===== config.mk =====
export PLATFORM = sky130hd
export DESIGN_NAME = sha_msg_schedule
export DESIGN_NICKNAME = d
export VERILOG_FILES = /design/src/rtl/sha_msg_schedule.sv
export SDC_FILE = /design/constraint.sdc
export NUM_CORES = 1
export LEC_CHECK = 0
export BUFFER_PORTS_ARGS = -buffer_cell sky130_fd_sc_hd__buf_2
export CAP_MARGIN = 25
export CORE_MARGIN = 2
export CORE_UTILIZATION = 50
export DETAILED_ROUTE_END_ITERATION = 10
export PLACE_DENSITY = 0.73
export SYNTH_ARGS = -nofsm -noshare
export SYNTH_HDL_FRONTEND = slang
export SYNTH_SLANG_ARGS = --single-unit

===== constraint.sdc =====
create_clock -name clk -period 18 [get_ports clk]
set_input_delay 0.9 -clock clk [delete_from_list [all_inputs] [get_ports clk]]
set_output_delay 0.9 -clock clk [all_outputs]
set_load 0.01 [all_outputs]

===== src/rtl/sha_msg_schedule.sv =====
// rtl/sha_msg_schedule.sv - SHA-256 message-schedule expander, one W word per handshake
module sha_msg_schedule #(
    parameter int W_SIZE = 32,
    parameter int ROUNDS = 64
) (
    input  logic                   clk,
    input  logic                   reset,
    input  logic                   blk_valid,
    output logic                   blk_ready,
    input  logic [16*W_SIZE-1:0]   blk_data,
    output logic [W_SIZE-1:0]      w_out,
    output logic [5:0]             w_idx,
    output logic                   w_valid,
    input  logic                   w_ready,
    output logic                   w_last,
    output logic                   busy
);

    localparam logic [5:0] LAST_IDX = 6'(ROUNDS - 1);

    typedef enum logic {IDLE, RUN} state_t;

    state_t            state;
    state_t            state_next;
    logic [W_SIZE-1:0] window [16];
    logic [5:0]        idx;
    logic              load;
    logic              advance;
    logic [W_SIZE-1:0] new_word;

    function automatic logic [W_SIZE-1:0] rotr(input logic [W_SIZE-1:0] x, input int n);
        return (x >> n) | (x << (W_SIZE - n));
    endfunction

    function automatic logic [W_SIZE-1:0] sig0(input logic [W_SIZE-1:0] x);
        return rotr(x, 7) ^ rotr(x, 18) ^ (x >> 3);
    endfunction

    function automatic logic [W_SIZE-1:0] sig1(input logic [W_SIZE-1:0] x);
        return rotr(x, 17) ^ rotr(x, 19) ^ (x >> 10);
    endfunction

    // Window slides by one per handshake, so W[t-16..t-1] sit at fixed taps 0/1/9/14.
    assign new_word = sig1(window[14]) + window[9] + sig0(window[1]) + window[0];

    always_ff @(posedge clk) begin
        if (reset) begin
            state <= IDLE;
        end else begin
            state <= state_next;
        end
    end

    always_comb begin
        state_next = state;
        load       = 1'b0;
        advance    = 1'b0;
        case (state)
            IDLE: begin
                if (blk_valid) begin
                    load       = 1'b1;
                    state_next = RUN;
                end
            end
            RUN: begin
                if (w_ready) begin
                    advance = 1'b1;
                    if (idx == LAST_IDX) begin
                        state_next = IDLE;
                    end
                end
            end
            default: state_next = IDLE;
        endcase
    end

    always_ff @(posedge clk) begin
        if (reset) begin
            for (int i = 0; i < 16; i++) begin
                window[i] <= '0;
            end
            idx <= '0;
        end else if (load) begin
            for (int i = 0; i < 16; i++) begin
                window[i] <= blk_data[(15 - i)*W_SIZE +: W_SIZE];
            end
            idx <= '0;
        end else if (advance) begin
            for (int i = 0; i < 15; i++) begin
                window[i] <= window[i + 1];
            end
            window[15] <= new_word;
            idx        <= (idx == LAST_IDX) ? 6'd0 : idx + 6'd1;
        end
    end

    assign blk_ready = (state == IDLE);
    assign w_valid   = (state == RUN);
    assign busy      = (state == RUN);
    assign w_last    = (state == RUN) && (idx == LAST_IDX);
    assign w_out     = window[0];
    assign w_idx     = idx;

endmodule


==> results of run 1 <==
[stage by stage]
stage / setup WS (ns) / instance area [sq um]
3_3_place_gp: 13.23 / 29200
6_report: 12.97 / 31300
4_1_cts: 13.15 / 31100
3_5_place_dp: 13.17 / 29300
2_1_floorplan: 10.70 / 26000
5_1_grt: 12.86 / 31200
[power groups by stage]
stage	registers [mW]	logic, mW	clock network [mW]
5_1_grt	1.57	1.62	1.22
2_1_floorplan	1.56	0.987	0
3_5_place_dp	1.59	1.44	0
4_1_cts	1.57	1.46	1.17
3_3_place_gp	1.59	1.45	0
6_report	1.57	1.49	1.17
[worst register-to-register path, stage by stage (launching register included)]
cell                       delay (ns)
sky130_fd_sc_hd__edfxtp_1        0.53
sky130_fd_sc_hd__xnor2_1         0.21
sky130_fd_sc_hd__xnor2_1         0.47
sky130_fd_sc_hd__fa_1            0.51
sky130_fd_sc_hd__inv_1           0.09
sky130_fd_sc_hd__fa_1            0.42
sky130_fd_sc_hd__inv_1           0.07
sky130_fd_sc_hd__ha_1            0.16
sky130_fd_sc_hd__inv_1           0.06
sky130_fd_sc_hd__fa_1            0.45
sky130_fd_sc_hd__nor2b_1         0.23
sky130_fd_sc_hd__o2111a_1        0.28
sky130_fd_sc_hd__o21bai_1        0.12
sky130_fd_sc_hd__o211a_1         0.21
sky130_fd_sc_hd__o31ai_1         0.32
sky130_fd_sc_hd__mux2i_1         0.41
sky130_fd_sc_hd__o21ai_0         0.19
[final timing paths]
check | startpoint | end | cells after the start
hold / removal | w_idx[3] | w_idx[3] | 2
hold reg to reg | w_idx[3] | w_idx[3] | 2
setup reg to reg | window[1][8] | window[15][25] | 16
setup / recovery | window[1][8] | window[15][25] | 16
[synthesized netlist by cell type (9+ instances only)]
library cell / number / area share (%)
sky130_fd_sc_hd__nor3_1: 11 / 0.21
sky130_fd_sc_hd__clkbuf_1: 120 / 1.7
sky130_fd_sc_hd__a21o_1: 9 / 0.26
sky130_fd_sc_hd__fa_1: 62 / 4.8
sky130_fd_sc_hd__edfxtp_1: 512 / 59
sky130_fd_sc_hd__xor2_1: 24 / 0.81
sky130_fd_sc_hd__a21oi_1: 201 / 3.9
sky130_fd_sc_hd__buf_1: 16 / 0.23
sky130_fd_sc_hd__a22o_1: 320 / 11
sky130_fd_sc_hd__ha_1: 32 / 1.5
sky130_fd_sc_hd__o21ai_0: 30 / 0.58
sky130_fd_sc_hd__xnor2_1: 119 / 4.0
sky130_fd_sc_hd__nand2_1: 384 / 5.5
sky130_fd_sc_hd__inv_1: 146 / 2.1
sky130_fd_sc_hd__nor2_1: 31 / 0.45
sky130_fd_sc_hd__nand3_1: 9 / 0.17
[layer usage]
layer  share of wire (%)  up-vias  track usage [%]
li1                    -     8811                -
met1                  38     9758             43.4
met2                  48     1124             52.7
met3                 9.5      159             6.36
met4                 3.8       14             12.3
met5               0.096        -                0
[logic make-up (layout without fill, tap and decap cells)]
family	after synthesis	count (layout)	share of synthesized area, %
and+or+nand+nor	479	479	7.56
muxes	2	2	0.0771
AOI/OAI and AO/OA	618	618	17.3
DFF	519	519	59.7
adders and majority gates	94	94	6.32
other	0	17	0
buffers and inverters	287	823	4.22
xor gates and xnor gates	143	143	4.82
[final cells by class]
cell class                 count  share of cell area [%]
timing repair buffer         576                    9.76
multi-input combinational   1336                    30.1
sequential                   519                    49.6
antenna                       17                   0.136
clock buffer                  62                    4.62
clock inverter                39                    1.24
inverter                     146                    1.75
tap                          680                    2.72
[placed cells by master, fill, tap and decap left out, drive strengths merged, types with 4 or more instances in the layout]
cell	instances
xor2	24
diode	17
a21oi	203
ha	32
inv	151
fa	62
nand4	7
buf	576
a22o	320
a31oi	4
o21ai	37
dfxtp	7
nor2	31
or3	4
nand2	384
clkinv	22
bufinv	6
edfxtp	512
a211oi	6
clkbuf	62
clkinvlp	6
nand2b	4
xnor2	119
o21a	7
and3	6
o21bai	5
nor3	11
nand3	9
nor2b	5
a21o	9
and2	6
[registers in the layout (all words and copies together) (netlist names)]
signal	count
busy	1
w_idx	6
window	512
==> results.yml, run 1 <==
grt:
  grt_max_degree: 249
  grt_pass1_wl_um: 126000
  first_global_vias: 19200
  grt_overflow_total: 0
  initial_antenna_violation_count: 21
  grt_util_all_layers_pct: 32.5
clock_network:
  cts.clk_slew.worst_paths_ns: 0.06
  clockBufferDepth: 3
  clock_tree.htree_level_count: 2
  postCtsResizedCells: 0
  clock_sink_count: 519
  number_of_buffers_created_by_cts: 55
  worst_skew_pair.late_latency_ns: 0.61
  clock_tree.root_cell: "sky130_fd_sc_hd__clkbuf_16"
  cts_post_setup_buffers_inserted: 0
  cts_hold_repair.buffers: 0
  cts_tree: "yes"
outcome:
  status: "finished clean"
die:
  core_area_sq_mm: 0.0513
  top_level_ports: 558
  die_height_um: 232
  die_w_um: 232
  std_cell_rows: 83
  die_area_sq_mm: 0.0538
  initial_core_util_pct: 50.6
final_layout:
  final_layout_size_suffix_gt1_share_pct: 25.4
  finish.utilization_pct: 60.9
  fillers: 4213
  multi_input_gate_area_sq_mm: 0.00941
  flow.area_growth_from_synthesis_pct: 20.3
  design.final.nets: 3244
  layout.cells.non_filler: 3375
  final-seq-area_sq_mm: 0.0155
yosys:
  synth-main-ff-cell: "sky130_fd_sc_hd__edfxtp_1"
  synth.net_count: 2752
  synthesis.instances: 2142
  synth_cell_type_count: 61
  number_of_enable_type_register_cells_in_the_synthesized_netlist: 512
  synth-warning-count: 0
  syn-mean-instance-area_sq_um: 12.1
  synth.ff_latch_count: 519
  netlist_area_sq_mm: 0.0260
  ys_async_sr_fraction_pct: 0
  ys_seq_area_share_pct: 59.7
routing:
  dr_total_vias: 19900
  detail_route.iter0.violations: 2409
  routed_via_density: 5.89
  drtAntennaViolNets: 0
  detail_route.wl_per_cell_um: 26.6
  routed_wl_um: 89800
  drt_first_pass_iters: 5
  post-route-drc-count: 0
place:
  port_buffers: 557
  placedCellCount: 3253
  detailedPlacementHpwl_um: 67000
  finalWeightedCongestion: 0.992
setup_path:
  worstPathArrival_ns: 5.34
  cell_family_with_most_cp_delay: "adder cells"
  worstSetupEndpointType: "flip-flop"
  cp_slowest_stage_delay_ns: 0.53
  worst-path-buf-inv: 3
  timing.critical_path.from_type: "flip-flop"
  setup.worst_path.class: "flip-flop to flip-flop"
  crit_path_cell_trace: "xnor2_1, xnor2_1, fa_1, inv_1, fa_1, inv_1, ha_1, inv_1, fa_1, nor2b_1, o2111a_1, o21bai_1, o211a_1, o31ai_1, mux2i_1, o21ai_0"
  slowest_library_cell_on_the_worst_path: "sky130_fd_sc_hd__edfxtp_1"
  reg2reg_slack_ns: 12.97
  cp_max_fo: 4
  timing.critical_path.required_ns: 18.31
hold_path:
  hold_path.class: "flip-flop to flip-flop"
pwr:
  power.internal_mw: 2.70
  power.share.switching_pct: 36.2
  switching_power_mw: 1.53
  share_of_power_burned_in_the_clock_network_pct: 27.6
  power_density_normalized_to_cell_area_mw_per_mm2: 135
  max-vdd-ir-drop_mv: 0.0747
  combinationalPowerShare_pct: 35.3
  fraction_of_power_consumed_by_sequential_logic_pct: 37.1
  leakagePower_nw: 13.3
  totalPowerFinal_mw: 4.23
sta:
  period_needed_ns: 5.03
  final_max_slew_viol_count: 0
  timing.setup.tns_ns: 0
  finClkSkew_ns: 0.0294
  fmax_ghz: 0.199
  max_transition_margin_pct: 20.3
  finalHoldWorstSlack_ns: 0.523
  finalSetupViolCount: 0
  timing.final.crit_share_pct: 27.9
  timing_worst_slew_pin_value_ns: 1.20
  report.final.hold_viol_count: 0
  rsz_0062_raised_after_global_routing: "no"
job:
  max-cap-violations: 0
(Power assumes the default switching activity.)
==> run 2, diff against run 1 <==
--- a/config.mk
+++ b/config.mk
@@ -5,6 +5,7 @@
 export SDC_FILE = /design/constraint.sdc
 export NUM_CORES = 1
 export LEC_CHECK = 0
+export ABC_AREA = 1
 export BUFFER_PORTS_ARGS = -buffer_cell sky130_fd_sc_hd__buf_2
 export CAP_MARGIN = 25
 export CORE_MARGIN = 2
==> constraint.sdc (replaced) <==
create_clock -name clk -period 4.8 [get_ports clk]
set_input_delay 0.24 -clock clk [delete_from_list [all_inputs] [get_ports clk]]
set_output_delay 0.24 -clock clk [all_outputs]
set_load 0.01 [all_outputs]
==> run 2 against run 1 <==
Net effect:
- via count grew 20%
- highest routed layer unchanged
- synthesized cell count rose by 21%
- core utilization rose by 5.0 points
- clock power increased to 3.5 times the previous value
- worst setup slack worse by 13 ns
- power grew to 3.9 times the previous value
==> results.yml, run 2 <==
die:
  die_area_sq_mm: 0.0565
  core_area_sq_mm: 0.0539
  initial_core_util_pct: 50.6
  std_cell_rows: 85
  top_level_ports: 558
  die_height_um: 238
  die_w_um: 238
grt:
  first_global_vias: 23600
  grt_max_degree: 204
  grt_util_all_layers_pct: 36.2
  grt_overflow_total: 0
  initial_antenna_violation_count: 10
  grt_pass1_wl_um: 149000
hold_path:
  hold_path.class: "input port to flip-flop"
  hp-start: "blk_data[475]"
place:
  post_dp_cell_area_sq_mm: 0.0305
  port_buffers: 557
  detailedPlacementHpwl_um: 75000
  placedCellCount: 3724
  place_ws_ns: 0.578
  finalWeightedCongestion: 1.01
sta:
  timing_worst_slew_pin_value_ns: 1.05
  rsz_0062_raised_after_global_routing: "no"
  fmax_ghz: 0.228
  finalSetupViolCount: 0
  max_transition_margin_pct: 29.8
  timing.final.crit_share_pct: 91.5
  timing.setup.tns_ns: 0
  setup_ws_ns: 0.409
  finClkSkew_ns: 0.0307
  period_needed_ns: 4.39
  final_max_slew_viol_count: 0
  report.final.hold_viol_count: 0
final_layout:
  most-common-layout-cells: "sky130_fd_sc_hd__nand2_1 (747), sky130_fd_sc_hd__buf_2 (557), sky130_fd_sc_hd__edfxtp_1 (512)"
  register_name_with_the_most_flops: "window"
  flow.area_growth_from_synthesis_pct: 30.2
  final_layout_size_suffix_gt1_share_pct: 19.4
  design.final.nets: 4032
  largest_register_ffs: 512
  layout.cells.non_filler: 4167
  layout_commonest_cell: "sky130_fd_sc_hd__nand2_1"
  layout.cell_area.non_filler_sq_mm: 0.0355
clock_network:
  cts_post_setup_buffers_inserted: 0
  cts.clk_slew.worst_paths_ns: 0.07
  clock_tree.htree_level_count: 2
  cts_tree: "yes"
  cts_hold_repair.buffers: 338
  number_of_buffers_created_by_cts: 54
  clock_tree.root_cell: "sky130_fd_sc_hd__clkbuf_16"
  clock_sink_count: 519
  clockBufferDepth: 3
  worst_skew_pair.late_latency_ns: 0.61
  postCtsResizedCells: 0
yosys:
  synth.net_count: 3208
  synth-warning-count: 0
  synth-main-ff-cell: "sky130_fd_sc_hd__edfxtp_1"
  synth_top_area_share_pct: 56.3
  synth.ff_latch_count: 519
  ys_async_sr_fraction_pct: 0
  synth_cell_type_count: 39
  netlist_area_sq_mm: 0.0273
  synthesis.instances: 2598
  yosys-top-cells-count: "sky130_fd_sc_hd__nand2_1 (750), sky130_fd_sc_hd__edfxtp_1 (512), sky130_fd_sc_hd__inv_1 (305)"
  netlist.top_cell.by_area: "sky130_fd_sc_hd__edfxtp_1"
  synth_area_leaders: "sky130_fd_sc_hd__edfxtp_1 (56%), sky130_fd_sc_hd__nand2_1 (10%), sky130_fd_sc_hd__a21oi_1 (4.6%)"
  number_of_enable_type_register_cells_in_the_synthesized_netlist: 512
  ys_seq_area_share_pct: 56.8
  syn-mean-instance-area_sq_um: 10.5
  synthMostInstantiatedCell: "sky130_fd_sc_hd__nand2_1"
pwr:
  power_density_normalized_to_cell_area_mw_per_mm2: 460
  leakagePower_nw: 16.0
  totalPowerFinal_mw: 16.3
  max-vdd-ir-drop_mv: 0.299
setup_path:
  worstSetupStartpoint: "window[1][13]"
  timing.critical_path.from_type: "flip-flop"
  timing.critical_path.required_ns: 5.10
  cp_max_fo: 4
  ff_to_ff_start: "window[1][13]"
  cpMostUsedCell: "sky130_fd_sc_hd__nand2_1"
  worstSetupEndpointType: "flip-flop"
  setup.worst_path.class: "flip-flop to flip-flop"
  crit_path_cell_trace: "xnor2_1, xor2_1, inv_1, fa_1, inv_1, fa_1, inv_1, ha_1, nand2_1, inv_1, nand2_1, nand2_1, nand2_1, nand3_1, o21ai_0, nand2_1"
  worstPathArrival_ns: 4.70
  slowest_library_cell_on_the_worst_path: "sky130_fd_sc_hd__o21ai_0"
  cp_slowest_stage_delay_ns: 0.68
routing:
  routed_wl_um: 104000
  drt_first_pass_iters: 7
  detail_route.wl_per_cell_um: 25.0
  detail_route.iter0.violations: 2844
  routed_via_density: 5.71
  post-route-drc-count: 0
  dr_wl_met2_um: 47600
  wl_met1_um: 39300
  top_layer_used: "met5"
  drtAntennaViolNets: 0
  dr_wl_met3_um: 9550
  dr_total_vias: 23800
outcome:
  status: "finished clean"
job:
  max-cap-violations: 0
## run 2: changes by cell type after synthesis, sizes merged, moves of 8 or more
| cell | before | now |
|---|---|---|
| nand2 | 384 | 752 |
| a22o | 320 | 141 |
| inv | 146 | 311 |
| buf | 21 | 129 |
| clkbuf | 120 | 20 |
| a32o | 2 | 96 |
| xnor2 | 119 | 61 |
| a21oi | 203 | 253 |
| xor2 | 24 | 67 |
| nand3 | 9 | 42 |
| nor2 | 31 | 41 |
| a21o | 9 | 1 |
## run 2: layout make-up
type	count	area, sq um
inverter	311	1180
timing repair buffer	917	6390
fill	4065	18400
clock buffer	69	1420
sequential	519	15500
antenna	10	25.0
clock inverter	26	243
tap	696	871
multi-input combinational	1619	9910
## run 2: path summary, 6_finish.rpt
| kind | to | slack, ns | cells past startpoint |
|---|---|---|---|
| setup / recovery | window[15][11] | 0.41 | 16 |
| hold / removal | window[1][27] | 0.009 | 3 |
| setup reg to reg | window[15][11] | 0.41 | 16 |
| hold reg to reg | w_idx[1] | 0.54 | 2 |
## run 2: metrics by stage
step                      util [%]  hold slack [ns]
after detailed placement      56.5            0.493
after CTS                     65.9         0.000136
after global routing          65.9          0.00197
final                         65.9          0.00880
after global placement        56.5            0.487
after floorplan                  -            0.392
## run 2: kinds of logic (layout without fill, tap and decap cells)
family	after synthesis	count (layout)	share of synthesized area, %
AO/OA/AOI/OAI	537	537	13.6
XOR/XNOR	128	128	4.11
buffers and inverters	460	1323	7.06
adder cells (fa/ha/maj)	94	94	6.01
AND/OR/NAND/NOR	860	860	12.4
flip-flops	519	519	56.8
other	0	10	0
## run 2: metal layers
metal  vias to the layer above  track usage [%]
met4                         4             22.6
met1                     11400             45.7
li1                      10600                -
met3                       301             6.67
met5                         -                0
met2                      1545             57.8
## run 2: report_power, final
part,leakage (nW),switching (mW),internal (mW)
sequential,5.63,0.333,5.54
clock,0.796,1.83,2.21
combinational,9.56,4.28,2.14
## run 2: critical path: cells and delay by family, from the launching register on
family,cells,cell delay [ns]
adders and majority gates,3,1.35
AOI/OAI and AO/OA,1,0.68
buffers and inverters,4,0.27
and+or+nand+nor,6,0.67
xor gates and xnor gates,2,0.58
DFF,1,0.53
